### src/rtl/counter_ctrl.sv
// Run/pause/load sequencer for the BCD counter: button sync, step prescaler, load strobe, direction.
// Optional AUTO_REVERSE_EN: ping-pong at terminal count instead of letting the counter wrap.
module counter_ctrl #(
  parameter int unsigned DIV         = 50_000_000,
  parameter int unsigned MAX         = 9999,
  parameter int unsigned SYNC_STAGES = 2
) (
  input  logic        clk,
  input  logic        rst,
  input  logic        btn_start,
  input  logic        btn_stop,
  input  logic        btn_load,
  input  logic        btn_dir,
  input  logic [15:0] count,
  output logic        cnt_enable,
  output logic        cnt_direction,
  output logic        cnt_load,
  output logic        tick,
  output logic [1:0]  state
);

  localparam int unsigned   PW   = (DIV > 1) ? $clog2(DIV) : 1;
  localparam logic [PW-1:0] LAST = PW'(DIV - 1);
  localparam logic [15:0]   TOP  = 16'(MAX);

  typedef enum logic [1:0] {
    IDLE  = 2'b00,
    RUN   = 2'b01,
    PAUSE = 2'b10,
    LOAD  = 2'b11
  } state_t;

  state_t        cur, nxt;
  logic [3:0]    sync_q [SYNC_STAGES];
  logic [3:0]    prev_q;
  logic [3:0]    pulse;
  logic [PW-1:0] presc;
  logic          tick_d, tc, en_d, flip;

  // Bit order in the sync vector: {dir, load, stop, start}
  always_ff @(posedge clk or negedge rst) begin
    if (!rst) begin
      for (int unsigned i = 0; i < SYNC_STAGES; i++) sync_q[i] <= '0;
      prev_q <= '0;
    end else begin
      sync_q[0] <= {btn_dir, btn_load, btn_stop, btn_start};
      for (int unsigned i = 1; i < SYNC_STAGES; i++) sync_q[i] <= sync_q[i-1];
      prev_q <= sync_q[SYNC_STAGES-1];
    end
  end

  always_comb pulse = sync_q[SYNC_STAGES-1] & ~prev_q;

  always_comb begin
    nxt    = cur;
    tick_d = (cur == RUN) && (presc == LAST);
    tc     = cnt_direction ? (count == TOP) : (count == '0);
    unique case (cur)
      // stop outranks start even where stop itself has no effect
      IDLE, PAUSE: begin
        if (pulse[2])                  nxt = LOAD;
        else if (pulse[0] && !pulse[1]) nxt = RUN;
      end
      RUN: begin
        if (pulse[2])      nxt = LOAD;
        else if (pulse[1]) nxt = PAUSE;
      end
      LOAD:    nxt = PAUSE;
      default: nxt = IDLE;
    endcase
`ifdef AUTO_REVERSE_EN
    en_d = tick_d & ~tc;
    flip = pulse[3] ^ (tick_d & tc);
`else
    en_d = tick_d;
    flip = pulse[3];
`endif
  end

`ifndef AUTO_REVERSE_EN
  logic unused_tc;
  always_comb unused_tc = tc;
`endif

  always_ff @(posedge clk or negedge rst) begin
    if (!rst) begin
      cur           <= IDLE;
      presc         <= '0;
      tick          <= 1'b0;
      cnt_enable    <= 1'b0;
      cnt_load      <= 1'b0;
      cnt_direction <= 1'b1;
    end else begin
      cur <= nxt;
      if (nxt == RUN && cur != RUN)
        presc <= '0;
      else if (cur == RUN)
        presc <= (presc == LAST) ? '0 : presc + PW'(1);
      tick       <= tick_d;
      cnt_enable <= en_d;
      cnt_load   <= (nxt == LOAD);
      if (flip) cnt_direction <= ~cnt_direction;
    end
  end

  always_comb state = cur;

endmodule

### config.mk
export PLATFORM = sky130hd
export DESIGN_NAME = counter_ctrl
export DESIGN_NICKNAME = d
export VERILOG_FILES = /design/src/rtl/counter_ctrl.sv
export SDC_FILE = /design/constraint.sdc
export NUM_CORES = 1
export LEC_CHECK = 0
export CORE_ASPECT_RATIO = 0.5
export CORE_MARGIN = 2
export CORE_UTILIZATION = 30
export DETAILED_ROUTE_END_ITERATION = 10
export GPL_TIMING_DRIVEN = 1
export PLACE_DENSITY = 0.47
export SETUP_SLACK_MARGIN = 0.05
export SLEW_MARGIN = 20
export SYNTH_ARGS = -nofsm -noshare
export SYNTH_HDL_FRONTEND = slang
export SYNTH_SLANG_ARGS = --single-unit
### constraint.sdc
create_clock -name clk -period 2.5 [get_ports clk]
set_input_delay 0.5 -clock clk [delete_from_list [all_inputs] [get_ports clk]]
set_output_delay 0.5 -clock clk [all_outputs]
set_load 0.01 [all_outputs]
After elaboration in Yosys (flattened, before gate mapping)
Index checks and enable logic that the tools add are counted.
{"block": "op_classes", "addsub": 1, "n_mul": 0, "div": 0, "magnitude_cmp": 0, "n_eq_ne": 7, "shift": 0, "n_mux": 8, "bitwise": 3, "reduce_logical": 7}
{"cell": "$mux W26", "n": 3}
{"cell": "$add A26 B1 Y26 const B", "n": 1}
{"cell": "$eq A26 B26 Y1 const B", "n": 1}
{"cell": "$mux W2", "n": 4}
{"cell": "$eq A2 B2 Y1 const B", "n": 3}
{"cell": "$pmux W2 S3", "n": 1}
{"cell": "$and A4 B4 Y4", "n": 1}
{"cell": "$eq A2 B1 Y1 const B", "n": 2}
{"cell": "$not A4 Y4", "n": 1}
{"cell": "$logic_and A1 B1 Y1", "n": 3}
{"cell": "$logic_not A2 Y1", "n": 1}
{"cell": "$ne A2 B1 Y1 const B", "n": 1}
{"cell": "$reduce_bool A2 Y1", "n": 1}
{"cell": "$reduce_or A2 Y1", "n": 1}
{"cell": "$logic_not A1 Y1", "n": 1}
{"cell": "$not A1 Y1", "n": 1}
{"block": "totals", "regBits": 43, "latch_bits": 0, "ram_bits": 0, "romBits": 0, "elab_cells": 34, "mem_count": 0}

Logic depth before layout (Yosys ltp)
{"block": "depth", "word_depth": 10, "mapped_depth": 8}

Worst setup path after synthesis
OpenSTA, ideal clock, no wires.
{"block": "synth_path", "kind": "register to register", "from": "register presc[8]", "to": "register presc[0]", "t_arrival_ps": 1827, "required_ps": 2375, "path_slack_ps": 549, "path_stages_with_launch": 8, "path_buffers": 3, "synth_period_minus_slack_ps": 1951, "cell_sequence": "dfrtp_1 buf_2 or4b_4 nor4_4 a31oi_2 buf_6 buf_6 mux2_2"}
{"block": "synth_between", "elab_chain_cells": 4}
{"element": "start: declaration", "line": "37", "rtl": "logic [PW-1:0] presc;"}
{"element": "start signal: assignment", "line": "98", "rtl": "presc <= (presc == LAST) ? '0 : presc + PW'(1);"}
{"element": "$eq A26 B26 Y1", "line": "98"}
{"element": "$mux W26", "line": "98"}
{"element": "$mux W26", "line": "97", "rtl": "else if (cur == RUN)"}
{"element": "$mux W26", "line": "95", "rtl": "if (nxt == RUN && cur != RUN)"}
No other way between the ends. The select of a mux whose other input is x is not followed.
A chain may end at the register's enable or synchronous reset.

Final worst setup path
{"block": "layout_path", "from": "register presc[1]", "to": "register presc[24]"}
{"block": "layout_between", "elab_chain_cells": 4}
{"element": "$add A26 B1 Y26 or $eq A26 B26 Y1 (tied branches)", "line": "98"}
{"element": "$mux W26 (*)", "line": "98"}
{"element": "$mux W26 (*)", "line": "97"}
{"element": "$mux W26 (*)", "line": "95"}
Mark *: on every way between the ends. The rest lies on a longest branch, timed or not. The select of a mux whose other input is x is not followed.

==> results.json <==
{
  "slowest_delay_ps": 600,
  "worst_pin_slew_ps": 594,
  "hold_buffers": 0,
  "fillers": 686,
  "timing.setup.tns_ps": 0,
  "regArea_um2": 1080,
  "synth_compound_area_share_pct": 17.3,
  "die_h_um": 62.9,
  "htree_num_levels": 2,
  "dieArea_um2": 7650,
  "syn_nets": 225,
  "crit_arrival_ps": 2330,
  "slew_headroom_pct": 60.1,
  "hold_class": "in -> async",
  "p_int_w": 0.00124,
  "switching_share_pct": 27.1,
  "synthCells": 202,
  "status": "completed",
  "die_w_um": 122,
  "synth_simple_gate_area_share_pct": 23.1,
  "muxShareOfSynthArea_pct": 2.95,
  "worst_setup_path_end_kind": "flip-flop",
  "slowest_stage": "nor4_2",
  "antenna_found_initial": 0,
  "final_common_cell": "dfrtp_1",
  "ant_nets": 0,
  "synth_top_family_by_area": "simple AND/OR/NAND/NOR gates",
  "gp_congestion": 0.781,
  "period_share_pct": 86.1,
  "grt_pass1_wl_um": 7650,
  "synth_edf_count": 0,
  "syn_to_final_growth_pct": 16.6,
  "setup_viol": 0,
  "drive_above_1_share_pct": 10.2,
  "combinationalPowerShare_pct": 15.7,
  "cts_buffers": 5,
  "clk_latency_ps": 280,
  "fin_nets": 237,
  "grt_max_degree": 44,
  "core-area_um2": 6700,
  "critPathLaunchType": "flip-flop",
  "first_pass_iters": 4,
  "design_area_um2": 2420,
  "ctsResizeCount": 0,
  "ir_drop_mv": 0.344,
  "cp_data_required_time_ps": 2680,
  "post_dp_cell_area_um2": 2280,
  "initial_core_util_pct": 31.0,
  "seqPwrFrac_pct": 47.0,
  "cts-root-buf": "clkbuf_16",
  "yosysWarnings": 0,
  "syn-cell-area_um2": 2080,
  "cts_buffer_depth": 2,
  "synth.lib_cells_used.distinct": 41,
  "p_leak_nw": 0.949,
  "port_buffers": 11,
  "synth_xor_area_share_pct": 0.843,
  "power_frac_clock_pct": 37.3,
  "post_drt_wl_per_cell_um": 14.7,
  "synth_top_cells_by_area": "dfrtp_1 51%, a31oi_1 4.8%, a21oi_1 4.1%, nand2_1 3.8%, nand3_1 3.1%",
  "wl_um": 4510,
  "synth_largest_area_cell": "dfrtp_1",
  "finalMaxSlewViolations": 0,
  "rr_worst_depth": 6,
  "cp_cell_sequence": "ha_1 > nand3_1 > nor4_2 > and3_1 > nand2_1 > o31ai_1",
  "worstSetupPathType": "reg -> reg",
  "antennaDiodeCount": 0,
  "drcViolationCount": 0,
  "clk_pin_slew_ps": 60,
  "synth_area_per_cell_um2": 10.3,
  "rsz0062_at_grt": "false",
  "gr-usage-all-layers_pct": 13.1,
  "fp-row-count": 21,
  "via_per_inst": 5.27,
  "grt_pass1_vias": 1499,
  "synthArstFlopShare_pct": 100,
  "crit_fanout": 6,
  "synth_fa_ha_area_share_pct": 0.602,
  "io_pins": 28,
  "finalHoldViolCount": 0,
  "finalCriticalPeriod_ps": 2150,
  "multi_input_area_um2": 931,
  "yosysSeqAreaShare_pct": 51.8,
  "drtIter0Drc": 86,
  "cts.sinks": 43,
  "fin_skew_ps": 5.18,
  "cap_viol_max_count": 0,
  "globalRoute.totalOverflow": 0,
  "synth_top_area_share_pct": 50.6,
  "p_per_area_nw_per_um2": 705,
  "p_switching_w": 0.000464,
  "cts_tree": "done",
  "hpwlAfterDp_um": 3010,
  "fmax_ghz": 0.465,
  "synth-seq-cells": 43,
  "num_vias": 1617,
  "synth_ff_type": "dfrtp_1",
  "final_cell_mix": "42 x dfrtp_1, 21 x nand2_1, 17 x a21oi_1",
  "postCtsSetupBuffers": 0
}
## metrics by stage
step | utilization, % | setup WS [ps] | hold slack, ps | total power [W] | std cells
final | 36.2 | 347 | 191 | 0.00171 | 307
after global placement | 34.1 | 489 | 335 | 0.00108 | 299
after global routing | 36.2 | 141 | 224 | 0.00181 | 307
after detailed placement | 34.1 | 435 | 336 | 0.00109 | 299
after floorplan | - | 549 | 204 | 0.000971 | 202
after CTS | 36.2 | 338 | 200 | 0.00174 | 307
## Yosys cell counts (2+ instances only)
master     n
a31oi_1   16
nor3_1     2
o21ai_0    8
buf_2      5
or2b_1     5
dfrtp_1   42
nor2_1     6
nor4_2     3
nand3_1   13
xnor2_1    2
mux2i_1    5
a22o_1     2
nand4_1    9
clkbuf_1   3
nand2_1   21
nor2b_1    2
nand2b_1   6
a21oi_1   17
and3_1     6
and2_1     2
buf_6      2
a41oi_1    5
o31ai_1    2
## state kept, by name, summed over array words and instances (netlist names)
register       count
cnt_direction      1
prev_q             4
state              2
cnt_load           1
tick               1
sync_q             8
presc             26
## path summary, 6_finish.rpt
check,startpoint,to,slack [ps]
hold / removal,rst,prev_q[1]$_DFF_PN0_,190
setup / recovery,presc[1]$_DFFE_PN0P_,presc[24]$_DFFE_PN0P_,350
max in group asynchronous,rst,cnt_direction$_DFFE_PN1P_,1560
setup reg to reg,presc[1]$_DFFE_PN0P_,presc[24]$_DFFE_PN0P_,350
min in group clk,sync_q[4]$_DFF_PN0_,sync_q[0]$_DFF_PN0_,350
hold reg to reg,sync_q[4]$_DFF_PN0_,sync_q[0]$_DFF_PN0_,350
## final cells by class
type,instances,share of cell area (%)
Timing Repair Buffer,16,6.40
Sequential cell,43,44.5
Multi-Input combinational cell,147,38.4
Clock buffer,6,5.32
Clock inverter,2,0.516
Tap cell,92,4.75
Inverter,1,0.155
## critical path, delay by kind of cell (launching register included)
family / cells / cell delay, ps
AND/OR/NAND/NOR: 4 / 1160
AO/OA/AOI/OAI: 1 / 230
flip-flops: 1 / 390
adder cells (fa/ha/maj): 1 / 260
## logic make-up (layout without fill, tap and decap cells)
kind of cell | after synthesis | in the layout
flip-flops | 43 | 43
buffers and inverters | 12 | 25
multiplexers | 6 | 6
AO/OA/AOI/OAI | 56 | 56
AND/OR/NAND/NOR | 82 | 82
adder cells (fa/ha/maj) | 1 | 1
XOR/XNOR | 2 | 2
## routing by layer
layer  vias to the layer above  GRT usage, %  share of wire, %
met1                       797          19.2                52
li1                        783             -                 -
met5                         -             0                 0
met4                         0          3.88              0.93
met2                        35          18.1                44
met3                         2          4.38               3.4
## power groups by stage
stage | Combinational [W] | Clock, W | Sequential, W
floorplan | 0.000158 | 0 | 0.000813
global placement | 0.000267 | 0 | 0.000812
detailed placement | 0.000273 | 0 | 0.000816
CTS | 0.000274 | 0.000659 | 0.000803
global route | 0.000301 | 0.000693 | 0.000811
finish | 0.000268 | 0.000638 | 0.000802
Power figures use the tool's default switching activity.
